$ cat src/rtl/shift_reg_slave_pkg.sv
// Shared constants and state type for the shift-register serial slave.
// Synchronizer reset values match the idle levels of the serial bus.
package shift_pkg;

  localparam int WIDTH_DEF = 8;
  localparam int SYNC_DEF  = 2;

  typedef enum logic {
    IDLE,
    ACTIVE
  } state_t;

  localparam logic SCLK_RST = 1'b0;
  localparam logic CS_N_RST = 1'b1;
  localparam logic SIN_RST  = 1'b0;

endpackage

$ cat src/rtl/shift_reg_slave_sync_ff.sv
// Multi-flop synchronizer for one asynchronous input bit.
// The reset value lets each chain come up at its line's idle level.
module sync_ff #(
  parameter int   STAGES  = 2,
  parameter logic RST_VAL = 1'b0
) (
  input  logic clk_in,
  input  logic rst_n,
  input  logic d,
  output logic q
);

  logic [STAGES-1:0] chain;

  always_ff @(posedge clk_in or negedge rst_n) begin
    if (!rst_n) chain <= {STAGES{RST_VAL}};
    else        chain <= {chain[STAGES-2:0], d};
  end

  assign q = chain[STAGES-1];

endmodule

$ cat src/rtl/shift_reg_slave.sv
// Oversampling MSB-first serial slave with a one-word transmit buffer.
// Define SHIFT_REG_SLAVE_STATUS_EN for sticky underrun/frame-error flags.
module shift_reg_slave
  import shift_pkg::*;
#(
  parameter int WIDTH       = WIDTH_DEF,
  parameter int SYNC_STAGES = SYNC_DEF
) (
  input  logic             clk_in,
  input  logic             rst_n,
  input  logic             sclk_in,
  input  logic             cs_n_in,
  input  logic             serial_in,
  output logic             serial_out,
  output logic             serial_oe,
  output logic [WIDTH-1:0] rx_data,
  output logic             rx_valid,
  input  logic [WIDTH-1:0] tx_data,
  input  logic             tx_valid,
  output logic             tx_ready,
  output logic             busy
`ifdef SHIFT_REG_SLAVE_STATUS_EN
  ,
  input  logic             status_clr,
  output logic             tx_underrun,
  output logic             rx_frame_err
`endif
);

  localparam int CW = $clog2(WIDTH + 1);
  localparam logic [CW-1:0] LAST = CW'(WIDTH - 1);

  logic sclk_s, cs_n_s, sin_s, sclk_d;
  logic rise, fall, load, wr, act, desel;
  state_t state_q, state_d;
  logic [CW-1:0]    bit_cnt;
  logic [WIDTH-2:0] rx_shift;
  logic [WIDTH-1:0] rx_next;
  logic [WIDTH-1:0] tx_shift;
  logic [WIDTH-1:0] tx_buf;
  logic             tx_full;

  sync_ff #(.STAGES(SYNC_STAGES), .RST_VAL(SCLK_RST)) u_sclk (
    .clk_in(clk_in), .rst_n(rst_n), .d(sclk_in), .q(sclk_s)
  );
  sync_ff #(.STAGES(SYNC_STAGES), .RST_VAL(CS_N_RST)) u_cs_n (
    .clk_in(clk_in), .rst_n(rst_n), .d(cs_n_in), .q(cs_n_s)
  );
  sync_ff #(.STAGES(SYNC_STAGES), .RST_VAL(SIN_RST)) u_sin (
    .clk_in(clk_in), .rst_n(rst_n), .d(serial_in), .q(sin_s)
  );

  assign rise    = sclk_s & ~sclk_d;
  assign fall    = ~sclk_s & sclk_d;
  assign act     = (state_q == ACTIVE) & ~cs_n_s;
  assign desel   = (state_q == ACTIVE) & cs_n_s;
  assign wr      = tx_valid & ~tx_full;
  assign rx_next = {rx_shift, sin_s};

  always_ff @(posedge clk_in or negedge rst_n) begin
    if (!rst_n) begin
      state_q <= IDLE;
      sclk_d  <= SCLK_RST;
    end else begin
      state_q <= state_d;
      sclk_d  <= sclk_s;
    end
  end

  always_comb begin
    state_d = state_q;
    load    = 1'b0;
    unique case (state_q)
      IDLE: begin
        if (!cs_n_s) begin
          state_d = ACTIVE;
          load    = 1'b1;
        end
      end
      ACTIVE: begin
        if (cs_n_s) state_d = IDLE;
        else if (fall && bit_cnt == '0) load = 1'b1;
      end
      default: state_d = IDLE;
    endcase
  end

  always_ff @(posedge clk_in or negedge rst_n) begin
    if (!rst_n) begin
      bit_cnt  <= '0;
      rx_shift <= '0;
      rx_data  <= '0;
      rx_valid <= 1'b0;
      tx_shift <= '0;
    end else begin
      rx_valid <= 1'b0;
      // An empty buffer at load time sends an all-zero word.
      if (load) tx_shift <= tx_full ? tx_buf : '0;
      else if (act && fall) tx_shift <= tx_shift << 1;
      if (desel) begin
        bit_cnt  <= '0;
        rx_shift <= '0;
      end else if (act && rise) begin
        rx_shift <= rx_next[WIDTH-2:0];
        if (bit_cnt == LAST) begin
          bit_cnt  <= '0;
          rx_data  <= rx_next;
          rx_valid <= 1'b1;
        end else begin
          bit_cnt <= bit_cnt + 1'b1;
        end
      end
    end
  end

  always_ff @(posedge clk_in or negedge rst_n) begin
    if (!rst_n) begin
      tx_buf  <= '0;
      tx_full <= 1'b0;
    end else if (wr) begin
      tx_buf  <= tx_data;
      tx_full <= 1'b1;
    end else if (load) begin
      tx_full <= 1'b0;
    end
  end

  assign serial_oe  = (state_q == ACTIVE);
  assign serial_out = serial_oe & tx_shift[WIDTH-1];
  assign busy       = serial_oe & (bit_cnt != '0);
  assign tx_ready   = ~tx_full;

`ifdef SHIFT_REG_SLAVE_STATUS_EN
  always_ff @(posedge clk_in or negedge rst_n) begin
    if (!rst_n) begin
      tx_underrun  <= 1'b0;
      rx_frame_err <= 1'b0;
    end else begin
      if (load && !tx_full) tx_underrun <= 1'b1;
      else if (status_clr)  tx_underrun <= 1'b0;
      if (desel && bit_cnt != '0) rx_frame_err <= 1'b1;
      else if (status_clr)        rx_frame_err <= 1'b0;
    end
  end
`endif

endmodule

$ cat config.mk
export PLATFORM = sky130hd
export DESIGN_NAME = shift_reg_slave
export DESIGN_NICKNAME = d
export VERILOG_FILES = /design/src/rtl/shift_reg_slave_pkg.sv /design/src/rtl/shift_reg_slave_sync_ff.sv /design/src/rtl/shift_reg_slave.sv
export SDC_FILE = /design/constraint.sdc
export NUM_CORES = 1
export LEC_CHECK = 0
export BUFFER_PORTS_ARGS = -buffer_cell sky130_fd_sc_hd__buf_4
export CORE_ASPECT_RATIO = 1.75
export CORE_UTILIZATION = 45
export DETAILED_ROUTE_END_ITERATION = 12
export GPL_TIMING_DRIVEN = 0
export MAX_ROUTING_LAYER = met4
export PLACE_DENSITY = 0.69
export SLEW_MARGIN = 20
export SYNTH_ARGS = -nofsm -noshare
export SYNTH_HDL_FRONTEND = slang
export SYNTH_SLANG_ARGS = --single-unit
$ cat constraint.sdc
create_clock -name clk_in -period 2.11 [get_ports clk_in]
set_clock_uncertainty 0.2 [all_clocks]
set_input_delay 0.1055 -clock clk_in [delete_from_list [all_inputs] [get_ports clk_in]]
set_output_delay 0.1055 -clock clk_in [all_outputs]
set_load 0.01 [all_outputs]
**After elaboration in Yosys (flattened, before gate mapping)**

Index checks and enable logic that the tools add are counted.

- Add/subtract/negate cells: 1
- Eq/ne operators: 1
- Muxes and demuxes: 17
- Bitwise gates (word level): 13
- Reduce and logical (&&, ||, !) cells: 9

Operators with widths:

| operator | number |
|---|---|
| 2-to-1 mux 8 bit | 3 |
| 2-to-1 mux 7 bit | 2 |
| 2-to-1 mux 4 bit | 3 |
| 2-to-1 mux 1 bit | 8 |
| AND 1 bit | 7 |
| NOT 1 bit | 6 |
| nonzero test 2 bit | 3 |
| adder 4 x 1 -> 4 bit, second input constant | 1 |
| equality test 4 x 3 -> 1 bit, second input constant | 1 |
| logical NOT 4 bit | 1 |
| nonzero test 4 bit | 1 |
| logical AND 1 bit | 3 |
| AND reduction 3 bit | 1 |
| one-hot mux 1 bit (2 select lines) | 1 |

- Flip-flop bits (word level): 45

**Depth between registers and ports, before layout**

- Depth after elaboration: 8
- Gate-level depth with buffers: 6

**Cells and area by module**

Synthesis repeated with hierarchy kept, for this count alone.

- Cell total of the unflattened synthesis: 122
- Area, all modules: 1,760.4 um2

Modules (own cells, without submodules):

| module | instances | cells each | area each (um2) |
|---|---|---|---|
| shift_reg_slave | 1 | 116 | 1,607.8 |
| sync_ff at u_sclk ... | 2 | 2 | 50.0 |
| sync_ff at u_cs_n | 1 | 2 | 52.6 |

**Worst setup path before layout**

Ideal clock, no wire load.

- Path type: reg2reg
- From: register bit_cnt[0]
- To: register tx_shift[1]
- Setup time: 0.134 ns
- Data arrival time: 1.411 ns
- Data required time: 1.776 ns
- Path slack: 0.364 ns
- Stages on the path, launching flop included: 7
- Buffers on the path: 1
- Cells stage by stage: dfrtp_1 > inv_1 > ha_1 > or3b_1 > buf_6 > a221oi_1 > a22oi_1

- Longest elaborated chain between the ends: 6
- Elaborated cells between the ends (all ways): 7

Ends and longest elaborated chain:

| item | RTL line | source |
|---|---|---|
| start: declaration | shift_reg_slave.sv:36 | `logic [CW-1:0] bit_cnt;` |
| start signal: assignment | shift_reg_slave.sv:110 | `bit_cnt <= bit_cnt + 1'b1;` |
| logical NOT 4 bit * | shift_reg_slave.sv:82 | `else if (fall && bit_cnt == '0) load = 1'b1;` |
| logical AND 1 bit * | shift_reg_slave.sv:82 |  |
| 2-to-1 mux 1 bit * | shift_reg_slave.sv:82 |  |
| 2-to-1 mux 1 bit * | shift_reg_slave.sv:81 | `if (cs_n_s) state_d = IDLE;` |
| one-hot mux 1 bit (2 select lines) * | shift_reg_slave.sv:73 | `unique case (state_q)` |
| 2-to-1 mux 8 bit or nonzero test 2 bit (tied branches) | -- |  |
| end signal: assignment | shift_reg_slave.sv:98 | `if (load) tx_shift <= tx_full ? tx_buf : '0;` |
| end signal: assignment | shift_reg_slave.sv:99 | `else if (act && fall) tx_shift <= tx_shift << 1;` |
| end: declaration | shift_reg_slave.sv:39 | `logic [WIDTH-1:0] tx_shift;` |

Mark *: on every way between the ends. The rest lies on a longest branch, timed or not.
A chain may end at the register's enable or synchronous reset.

**Final worst setup path**

- From: register bit_cnt[0]
- To: output port busy

- Longest elaborated chain between the ends: 2

Ends and longest elaborated chain:

| item | RTL line | source |
|---|---|---|
| nonzero test 4 bit | shift_reg_slave.sv:130 | `assign busy = serial_oe & (bit_cnt != '0);` |
| AND 1 bit | shift_reg_slave.sv:130 |  |
| end: declaration | shift_reg_slave.sv:21 | `output logic busy` |

No other way between the ends.

==> impl_metrics.tcl <==
set metrics [dict create \
    die_x_um 51.4 \
    yosysTopAreaCell "dfrtp_1" \
    antenna_cells 0 \
    clk_latency_ns 0.29 \
    grt.overflow.total 0 \
    cp-startpoint "bit_cnt[0]" \
    maxSlewViolCount 0 \
    p_leak_uw 0.00117 \
    post_drt_wl_per_cell_um 15.3 \
    min_path_type "input pin to asynchronous set/reset pin" \
    setup_viol 0 \
    avgSynthCellArea_um2 13.3 \
    cts-root-buf "clkbuf_8" \
    cp-start-kind "register" \
    grt_max_degree 46 \
    fin_crit_ns 1.95 \
    track_usage 0.186 \
    htree_levels 2 \
    post-place-ws_ns 0.194 \
    fin_hold_ws_ns 0.134 \
    critPathMaxFanout 8 \
    area_delta_synth_final_pct 25.6 \
    crit_cells 5 \
    io_buffers 26 \
    synth_top_area_share 0.560 \
    drcViolationCount 0 \
    antenna_found_initial 0 \
    syn_inst 144 \
    arrival_ns 1.65 \
    die_area_mm2 0.00454 \
    cellPowerDensity_mw_per_mm2 843 \
    drive_above_1_share 0.311 \
    cts_buffers 5 \
    finalSetupTns_ns 0 \
    cts_buffer_depth 2 \
    cts_tree "done" \
    fin_area_mm2 0.00241 \
    place_hpwl_um 2460 \
    viasPerCell 5.49 \
    ios 27 \
    layout_setup_ws_ns 0.156 \
    synth_area_mm2 0.00192 \
    core_area_mm2 0.00411 \
    dieHeight_um 88.4 \
    grt_pass1_wl_um 6010 \
    path_clk_slew_ns 0.08 \
    cp_cell_sequence "inv_1 > ha_1 > nor3b_2 > nor2_1 > buf_4" \
    status "finished clean" \
    yosysMostFrequentCell "dfrtp_1" \
    crit_path_max_incr_delay_ns 0.43 \
    place_congestion 0.781 \
    crit_type "register to output port" \
    end_kind "output port" \
    grt_pass1_vias 1304 \
    relSlewSlack 0.500 \
    start_util 0.467 \
    synth_edf_count 0 \
    wl_um 3660 \
    synth_nets 160 \
    seq_area_frac_synth 0.588 \
    synthTopCellsByArea "dfrtp_1, mux2_2, mux2_1" \
    async_flop_share 1.00 \
    final_nets 205 \
    placed_area_mm2 0.00218 \
    worstRegToRegCells 6 \
    path_buf_inv 2 \
    timing.final.crit_share 0.926 \
    synth_common_cells "dfrtp_1, inv_1, mux2_2" \
    critical_path.top_delay_family "simple AND/OR/NAND/NOR gates" \
    yosys_warnings 0 \
    maxCapViolations 0 \
    cp_slowest_cell "nor3b_2" \
    hold_viol_final 0 \
    drtPass1Iterations 4 \
    ir_drop_uv 578 \
    synthFlopType "dfrtp_1" \
    max_freq_ghz 0.512 \
    tightest_slew_ns 0.745 \
    drtIter0Drc 36 \
    rsz0062_at_grt "false" \
    r2r_start "bit_cnt[0]" \
    drtAntennaViolNets 0 \
    rows 31 \
    cp.required_ns 1.80 \
    vias 1313 \
    cts_sinks 45 \
    synth.distinct_cells 37 \
    ys_ff_latch 45 \
]
cells in the final DEF, fill, tap and decap left out, types with 2 or more instances in the layout:
cell	count
dfstp_2	2
nand2_1	2
o211ai_1	7
inv_1	11
mux2_2	9
buf_4	28
mux2_1	8
nor2b_1	2
a22o_1	8
dfrtp_1	43
a22oi_1	7
clkbuf_8	5
dlygate4sd3_1	12
nor2_1	2
clkbuf_1	2
and2_1	7
a221oi_1	6
nor3b_2	2
ha_1	2
buf_2	4
cell type report:
class                           count  area (um2)
Sequential cell                    45        1130
Clock buffer                        6        72.6
Fill cell                         340        1700
Multi-Input combinational cell     79         697
Clock inverter                      2        38.8
Inverter                           12        48.8
Buffer                              8        50.0
Timing Repair Buffer               38         315
Tap cell                           49        61.3
worst register-to-register path, cell delays in order (launching register included):
cell,delay (ns)
dfrtp_1,0.41
inv_1,0.10
ha_1,0.16
or3b_1,0.36
buf_6,0.15
a221oi_1,0.30
a22oi_1,0.11
worst paths after layout:
check                                        to  slack, ns
worst max-delay path                       busy       0.16
worst min-delay path                tx_shift[3]       0.13
worst max register to register      tx_shift[5]       0.19
worst min register to register  u_sclk.chain[1]       0.15
max in group asynchronous           tx_shift[6]       1.19
min in group clk_in             u_sclk.chain[1]       0.15
metal layers:
layer / part of all wire / global-route usage / vias up
li1: - / - / 617
met1: 0.40 / 0.200 / 663
met2: 0.55 / 0.319 / 24
met3: 0.027 / 0.0395 / 9
met4: 0.028 / 0.0885 / 0
met5: 0 / - / -
what timing repair did:
action / CTS / global route
hold buffers: 12 / 0
gates resized for setup: 0 / 1
endpoints found under the hold margin: 56 / 0
endpoints found under the setup margin: 0 / 2
buffers inserted: 0 / 0
flip-flops by register name, indices dropped and copies added, names as in the netlist:
register      count
tx_shift          8
rx_shift          7
rx_valid          1
u_sclk.chain      2
tx_full           1
tx_buf            8
u_cs_n.chain      2
serial_oe         1
rx_data           8
bit_cnt           4
sclk_d            1
u_sin.chain       2
stage by stage:
stage / power, uW / util / instances
after floorplan: 1270 / - / 144
after global placement: 1370 / 0.530 / 219
after detailed placement: 1390 / 0.530 / 219
after CTS: 2060 / 0.586 / 239
after global routing: 2130 / 0.587 / 239
final: 2030 / 0.587 / 239
cells by family after synthesis:
logic type	Yosys count	share of synthesized area
DFF	45	0.588
AOI/OAI and AO/OA	37	0.165
and+or+nand+nor	22	0.0801
buffers and inverters	20	0.0495
muxes	18	0.105
adders and majority gates	2	0.0130
power breakdown:
| part | total, uW | leakage, uW | switching [uW] | internal [uW] |
|---|---|---|---|---|
| registers | 1040 | 0.000568 | 63.8 | 977 |
| clock network | 642 | 0.0000554 | 286 | 356 |
| logic | 351 | 0.000546 | 168 | 183 |
No activity file was read; power rests on OpenSTA's default activity.
